<file path="src/rtl/csa_stream_acc.sv">
// Streaming packet accumulator: keeps the running total in carry-save form and
// resolves it with one carry-propagate add on the packet's last beat.
module csa_stream_acc #(
  parameter int WIDTH = 4,
  parameter int ACC_W = 12
) (
  input  logic             clk,
  input  logic             rst_n,
  input  logic             in_valid,
  output logic             in_ready,
  input  logic [WIDTH-1:0] in_data,
  input  logic             in_last,
  output logic             out_valid,
  input  logic             out_ready,
  output logic [ACC_W-1:0] out_sum,
  output logic [7:0]       out_beats,
  output logic             out_ovf
);

  typedef enum logic [1:0] {ACC, RESOLVE, DONE} state_t;

  state_t           state_q, state_d;
  logic [ACC_W-1:0] s_q, c_q;
  logic [7:0]       cnt_q;
  logic             ovf_q;
  logic [ACC_W-1:0] sum_q;
  logic [7:0]       beats_q;
  logic             oovf_q;

  logic             accept;
  logic [ACC_W-1:0] data_ext, new_s, raw_c, new_c;
  logic [ACC_W:0]   resolved;

  assign accept   = in_valid & in_ready;
  assign data_ext = {{(ACC_W-WIDTH){1'b0}}, in_data};
  assign new_s    = s_q ^ c_q ^ data_ext;
  assign raw_c    = (s_q & c_q) | (s_q & data_ext) | (c_q & data_ext);
  assign new_c    = {raw_c[ACC_W-2:0], 1'b0};
  assign resolved = {1'b0, s_q} + {1'b0, c_q};

  always_ff @(posedge clk or negedge rst_n) begin
    if (!rst_n) state_q <= ACC;
    else        state_q <= state_d;
  end

  always_comb begin
    state_d = state_q;
    case (state_q)
      ACC:     if (accept && in_last) state_d = RESOLVE;
      RESOLVE: state_d = DONE;
      DONE:    if (out_ready) state_d = ACC;
      default: state_d = ACC;
    endcase
  end

  always_comb begin
    in_ready  = (state_q == ACC);
    out_valid = (state_q == DONE);
  end

  // A carry bit shifted out of the top is real weight 2^ACC_W, lost from the
  // redundant pair; since all terms are unsigned it marks overflow.
  always_ff @(posedge clk or negedge rst_n) begin
    if (!rst_n) begin
      s_q     <= '0;
      c_q     <= '0;
      cnt_q   <= '0;
      ovf_q   <= 1'b0;
      sum_q   <= '0;
      beats_q <= '0;
      oovf_q  <= 1'b0;
    end else begin
      if (accept) begin
        s_q   <= new_s;
        c_q   <= new_c;
        cnt_q <= (cnt_q == 8'hFF) ? cnt_q : cnt_q + 8'd1;
        ovf_q <= ovf_q | raw_c[ACC_W-1];
      end
      if (state_q == RESOLVE) begin
        sum_q   <= resolved[ACC_W-1:0];
        beats_q <= cnt_q;
        oovf_q  <= ovf_q | resolved[ACC_W];
      end
      if (state_q == DONE && out_ready) begin
        s_q   <= '0;
        c_q   <= '0;
        cnt_q <= '0;
        ovf_q <= 1'b0;
      end
    end
  end

  assign out_sum   = sum_q;
  assign out_beats = beats_q;
  assign out_ovf   = oovf_q;

endmodule

</file>
<file path="config.mk">
export PLATFORM = sky130hd
export DESIGN_NAME = csa_stream_acc
export DESIGN_NICKNAME = d
export VERILOG_FILES = /design/src/rtl/csa_stream_acc.sv
export SDC_FILE = /design/constraint.sdc
export NUM_CORES = 1
export LEC_CHECK = 0
export CORE_MARGIN = 10
export CORE_UTILIZATION = 55
export CTS_CLUSTER_DIAMETER = 150
export DETAILED_ROUTE_END_ITERATION = 12
export PLACE_DENSITY = 0.78
export RECOVER_POWER = 100
export SKIP_CTS_REPAIR_TIMING = 1
export SLEW_MARGIN = 10
export SYNTH_ARGS = -nofsm -noshare
export SYNTH_HDL_FRONTEND = slang
export SYNTH_SLANG_ARGS = --single-unit
</file>
<file path="constraint.sdc">
create_clock -name clk -period 2.48 [get_ports clk]
set_clock_uncertainty 0.2 [all_clocks]
set_input_delay 0.248 -clock clk [delete_from_list [all_inputs] [get_ports clk]]
set_output_delay 0.248 -clock clk [all_outputs]
set_load 0.1 [all_outputs]
</file>
==> flow_metrics.py, run 1 <==
metrics = {
    "outcome": {
        "status": "complete, no violations",
    },
    "sta": {
        "setup_viol": 0,
        "rsz0062_at_grt": "no",
        "worstMarginPinSlew_ns": 1.302,
        "timing.fmax_ghz": 0.4349,
        "fin_crit_sh_pct": 92.71,
        "tns_ns": 0,
        "slew_viol_final": 0,
        "slew_headroom_pct": 13.20,
        "min_period_ns": 2.299,
        "hold_viol_final": 0,
    },
    "power_and_ir_drop": {
        "power.total_uw": 3189,
        "leakage_uw": 0.001394,
        "ir_worst_vdd_mv": 0.7993,
        "power_density_nw_per_um2": 1056,
    },
    "critical_path": {
        "crit_arrival_ns": 2.30,
        "path_class": "flip-flop to flip-flop",
        "end_kind": "flip-flop",
        "r2r-start": "s_q[1]",
        "crit_fanout": 4,
        "crit_start": "s_q[1]",
        "cp-endpoint": "out_sum[9]",
        "required_ns": 2.48,
        "rr_endpoint": "out_sum[9]",
        "start_kind": "flip-flop",
        "worst-r2r-cell-count": 7,
        "regToRegSetupSlack_ns": 0.18,
    },
    "floorplanning": {
        "die_height_um": 89.89,
        "initial_core_util_pct": 56.87,
        "row_count": 25,
        "design.die.area_um2": 8079,
        "die_w_um": 89.89,
        "boundaryPins": 32,
        "core_um2": 4723,
    },
    "placed_design": {
        "portBuffers": 31,
        "dp_hpwl_mm": 3.940,
        "place.gp.congestion": 0.8170,
        "post-place-cells": 346,
    },
    "routing": {
        "routed_wl_mm": 5.297,
        "ant_nets": 0,
        "num_vias": 1937,
        "drtIter0Drc": 72,
        "dr.pass1.iters": 4,
        "drc": 0,
        "via_per_inst": 5.472,
        "wl_per_cell_um": 14.96,
    },
    "global_route": {
        "antenna_found_initial": 0,
        "grt_max_degree": 56,
        "grt_use_total_pct": 13.54,
        "overflow": 0,
        "grt_pass1_wl_mm": 9.211,
        "first_global_vias": 1983,
    },
    "layout": {
        "stdcell_count": 354,
        "ff_latch_area_um2": 1376,
        "multi_input_area_um2": 1197,
        "diodes": 0,
        "final_nets": 313,
        "fill_cells": 428,
        "syn_to_final_growth_pct": 12.39,
        "drive_above_1_share_pct": 8.711,
    },
    "job": {
        "maxCapViolations": 0,
    },
    "synthesis": {
        "synthArstFlopShare_pct": 100.0,
        "avgSynthCellArea_um2": 10.70,
        "syn_area_um2": 2686,
        "ys_ff_latch": 55,
        "ys_seq_area_share_pct": 51.23,
        "synth_nets": 277,
        "ys_types": 35,
        "synth-main-ff-cell": "dfrtp_1",
        "synth_edf_count": 0,
        "synth_top_area_share_pct": 51.23,
        "netlist_top_cells_area": "dfrtp_1 (51%), ha_1 (6.1%), a22o_1 (4.9%)",
        "postSynthCellCount": 251,
        "netlist_top_cells_count": "dfrtp_1 (55), nand2_1 (30), o21ai_0 (20)",
        "synth_top_area_cell": "dfrtp_1",
        "yosysMostFrequentCell": "dfrtp_1",
        "yosysWarnings": 0,
    },
    "clocking": {
        "cts_tree": "done",
        "clock_sinks": 55,
        "clockBufferDepth": 2,
        "clock_latency_ns": 0.32,
        "cts_made_buffers": 5,
        "clockRootBuffer": "clkbuf_8",
        "clkTransAtPathRegs_ns": 0.09,
        "h-tree-depth": 2,
    },
    "worst_hold_path": {
        "hold_class": "input pin to flip-flop",
        "worstHoldStart": "in_last",
    },
}
final cells by class:
cell class | instances | area share [%]
Sequential cell | 55 | 45.59
Inverter | 15 | 1.865
Timing Repair Buffer | 37 | 6.589
Clock buffer | 5 | 2.279
Multi-Input combinational cell | 173 | 39.66
Tap cell | 67 | 2.777
Clock inverter | 2 | 1.243
report_power, final:
group          total [uW]  switching [uW]  internal [uW]  leakage (uW)
sequential           1230             143           1090      0.000740
clock                 582             287            295     0.0000502
combinational        1380            1060            318      0.000605
total                3190            1490           1700       0.00139
cell families (layout without fill, tap and decap cells):
logic type	Yosys count	after routing	share of synthesized area (%)
AO/OA/AOI/OAI	66	66	16.49
XOR/XNOR	11	11	3.586
adder cells (fa/ha/maj)	17	17	9.036
multiplexers	10	10	4.192
AND/OR/NAND/NOR	69	69	12.06
buffers and inverters	23	59	3.400
flip-flops	55	55	51.23
through the flow:
step	setup WS, ns	cell area (um^2)	hold slack [ns]	utilization [%]
floorplan	0.03665	2691	-0.2476	-
global placement	0.2552	3025	0.2159	64.05
detailed placement	0.2235	3025	0.2092	64.05
CTS	0.1836	3132	-0.1288	66.30
global route	0.01237	3019	0.2872	63.92
finish	0.1807	3019	0.2746	63.92
registers in the layout (all words and copies together), names as in the netlist:
signal	cells
out_ovf	1
out_beats	8
s_q	12
c_q	11
out_sum	12
ovf_q	1
state_q	2
cnt_q	8
cell usage in the layout (no fill, tap or decap), drive strengths merged, types with 2 or more instances in the layout:
master | synthesis | final
dfrtp | 55 | 55
clkbuf | 4 | 32
nand2 | 30 | 30
o21ai | 24 | 24
nor2 | 17 | 17
inv | 15 | 15
a22o | 15 | 15
ha | 13 | 13
mux2 | 10 | 10
a21oi | 10 | 10
nor3 | 7 | 7
clkdlybuf4s50 | 0 | 7
xor2 | 6 | 6
xnor2 | 5 | 5
nand3 | 5 | 5
o211ai | 4 | 4
fa | 4 | 4
o31ai | 4 | 4
nor2b | 2 | 2
nor4 | 2 | 2
a31oi | 2 | 2
a211oi | 2 | 2
and2 | 2 | 2
buf | 4 | 2
worst max-delay path: stages, from the launching register on:
cell and delay (ns):
dfrtp_1 0.40, ha_1 0.24, fa_1 0.43, a21oi_1 0.34
o211ai_1 0.14, a31oi_1 0.21, xor2_1 0.15, o21ai_0 0.08
worst min path at each step:
stage	endpoint	slack [ns]	depth (start not counted)
6_report	state_q[0]	0.27	2
5_1_grt	state_q[0]	0.29	2
4_1_cts	s_q[3]	-0.13	2
3_5_place_dp	s_q[3]	0.21	2
3_3_place_gp	out_sum[3]	0.22	2
2_1_floorplan	c_q[10]	-0.25	0
per-layer routing:
metal,share of wire [%],vias to the layer above,global-route usage [%]
li1,-,946,-
met5,0,-,0
met3,4.2,8,4.323
met1,47,939,16.01
met2,47,44,22.82
met4,1.2,0,4.244
Power figures use the tool's default switching activity.
==> run 2, diff against run 1 <==
--- a/config.mk
+++ b/config.mk
@@ -5,6 +5,7 @@
 export SDC_FILE = /design/constraint.sdc
 export NUM_CORES = 1
 export LEC_CHECK = 0
+export CORE_ASPECT_RATIO = 0.75
 export CORE_MARGIN = 10
 export CORE_UTILIZATION = 55
 export CTS_CLUSTER_DIAMETER = 150
==> constraint.sdc (replaced) <==
create_clock -name clk -period 2.6 [get_ports clk]
set_clock_uncertainty 0.2 [all_clocks]
set_input_delay 0.26 -clock clk [delete_from_list [all_inputs] [get_ports clk]]
set_output_delay 0.26 -clock clk [all_outputs]
set_load 0.1 [all_outputs]
==> run 2 against run 1 <==
Final cell count shrank 2.0%; global-route usage up 1.3 points; non-clock buffer count increased by 2; routed wire length grew 7.9%; power is 5.3% lower; sequential cell count unchanged.
==> flow_metrics.py, run 2 (synthesis gave the netlist of run 1 again) <==
metrics = {
    "sta": {
        "slew_headroom_pct": 10.84,
        "min_period_ns": 2.335,
        "worstMarginPinSlew_ns": 1.337,
        "hold_viol_final": 0,
        "setup_viol": 0,
        "timing.fmax_ghz": 0.4282,
        "holdWs_ns": 0.2928,
        "rsz0062_at_grt": "no",
        "fin_crit_sh_pct": 89.81,
        "slew_viol_final": 0,
        "tns_ns": 0,
    },
    "power_and_ir_drop": {
        "leakage_uw": 0.001392,
        "p_int_uw": 1565,
        "swShare_pct": 48.17,
        "pwr-share-clk_pct": 16.7,
        "power.total_uw": 3020,
        "pwr-share-comb_pct": 44.4,
        "seqPwrFrac_pct": 38.8,
        "power_density_nw_per_um2": 1002,
        "ir_worst_vdd_mv": 0.9001,
        "power.switching_uw": 1455,
    },
    "clocking": {
        "clkTransAtPathRegs_ns": 0.10,
        "h-tree-depth": 2,
        "clock_latency_ns": 0.33,
        "cts_made_buffers": 5,
        "clockBufferDepth": 2,
        "clockRootBuffer": "clkbuf_8",
        "cts_tree": "done",
        "clock_sinks": 55,
    },
    "outcome": {
        "status": "complete, no violations",
    },
    "critical_path": {
        "crit_start": "s_q[1]",
        "start_kind": "flip-flop",
        "r2r-start": "s_q[1]",
        "crit_chain": "ha_1 -> fa_1 -> a21oi_1 -> o211ai_1 -> a31oi_1 -> xor2_1 -> o21ai_0",
        "end_kind": "flip-flop",
        "critical_path.top_delay_family": "compound AO/OA/AOI/OAI gates",
        "cp_num_buf_inv": 0,
        "crit_arrival_ns": 2.31,
        "path_class": "flip-flop to flip-flop",
        "critPathSlowestCell": "dfrtp_1",
        "crit_fanout": 4,
        "cpPeakStageDelay_ns": 0.41,
        "required_ns": 2.58,
    },
    "routing": {
        "routed_wl_mm": 5.714,
        "num_vias": 1997,
        "wl_met3_um": 373,
        "drtIter0Drc": 123,
        "wl_per_cell_um": 16.47,
        "drt-met1-wl_mm": 2.752,
        "ant_nets": 0,
        "drc": 0,
        "top_layer_used": "met4",
        "wl_met2_mm": 2.488,
        "via_per_inst": 5.755,
        "dr.pass1.iters": 4,
    },
    "floorplanning": {
        "design.die.area_um2": 8109,
        "row_count": 21,
        "core_um2": 4598,
        "initial_core_util_pct": 58.42,
        "die_height_um": 80.53,
        "boundaryPins": 32,
        "die_w_um": 100.7,
    },
    "global_route": {
        "overflow": 0,
        "grt_pass1_wl_mm": 9.701,
        "first_global_vias": 1950,
        "grt_max_degree": 56,
        "antenna_found_initial": 0,
        "grt_use_total_pct": 14.80,
    },
    "layout": {
        "mostFrequentLayoutCell": "dfrtp_1",
        "fill_cells": 383,
        "ff_latch_area_um2": 1376,
        "final_util_pct": 65.55,
        "syn_to_final_growth_pct": 12.20,
        "drive_above_1_share_pct": 8.621,
        "stdcell_count": 347,
        "final_nets": 315,
        "diodes": 0,
        "layout_common_cells": "dfrtp_1 (55), nand2_1 (30), clkbuf_1 (26)",
        "multi_input_area_um2": 1204,
    },
    "placed_design": {
        "place.gp.congestion": 0.8619,
        "portBuffers": 31,
        "post-place-cells": 338,
        "dp_hpwl_mm": 4.256,
    },
    "job": {
        "maxCapViolations": 0,
    },
    "worst_hold_path": {
        "hold_class": "flip-flop to flip-flop",
        "worstHoldStart": "out_sum[7]",
    },
}
-- run 2: worst reg2reg max path, stage by stage (launching register included) --
cell      delay [ns]
dfrtp_1         0.41
ha_1            0.25
fa_1            0.41
a21oi_1         0.32
o211ai_1        0.15
a31oi_1         0.19
xor2_1          0.16
o21ai_0         0.10
-- run 2: through the flow --
stage	instance area, um^2	setup slack, ns
global placement	3028	0.3861
detailed placement	3028	0.2844
CTS	3127	0.2834
finish	3014	0.2649
global route	3014	0.07015
floorplan	2691	0.1566
-- run 2: area by class of cell --
type / instances / share of cell area, %
multi-input combinational: 173 / 39.93
clock inverter: 2 / 0.5396
timing repair buffer: 39 / 6.891
sequential: 55 / 45.66
clock buffer: 6 / 2.740
inverter: 15 / 1.868
tap: 57 / 2.366
-- run 2: worst paths after layout --
check	end	slack [ns]	cells after the start
max	out_sum[11]	0.26	7
min	out_sum[7]	0.29	2
max reg2reg	out_sum[11]	0.26	7
min reg2reg	out_sum[7]	0.29	2
max in group asynchronous	cnt_q[7]	0.74	3
min in group asynchronous	out_sum[2]	0.62	3
-- run 2: metal layers --
layer / global-route usage, % / up-vias
li1: - / 965
met5: 0 / -
met4: 4.085 / 0
met1: 19.78 / 974
met3: 5.475 / 12
met2: 21.91 / 46
-- run 2: power by group through the flow --
stage	Sequential, uW	Clock (uW)	Combinational [uW]
after floorplan	1740	0	526
after global placement	1180	0	1400
after detailed placement	1200	0	1430
after global routing	1200	545	1450
final	1170	505	1340
after CTS	1180	518	1430
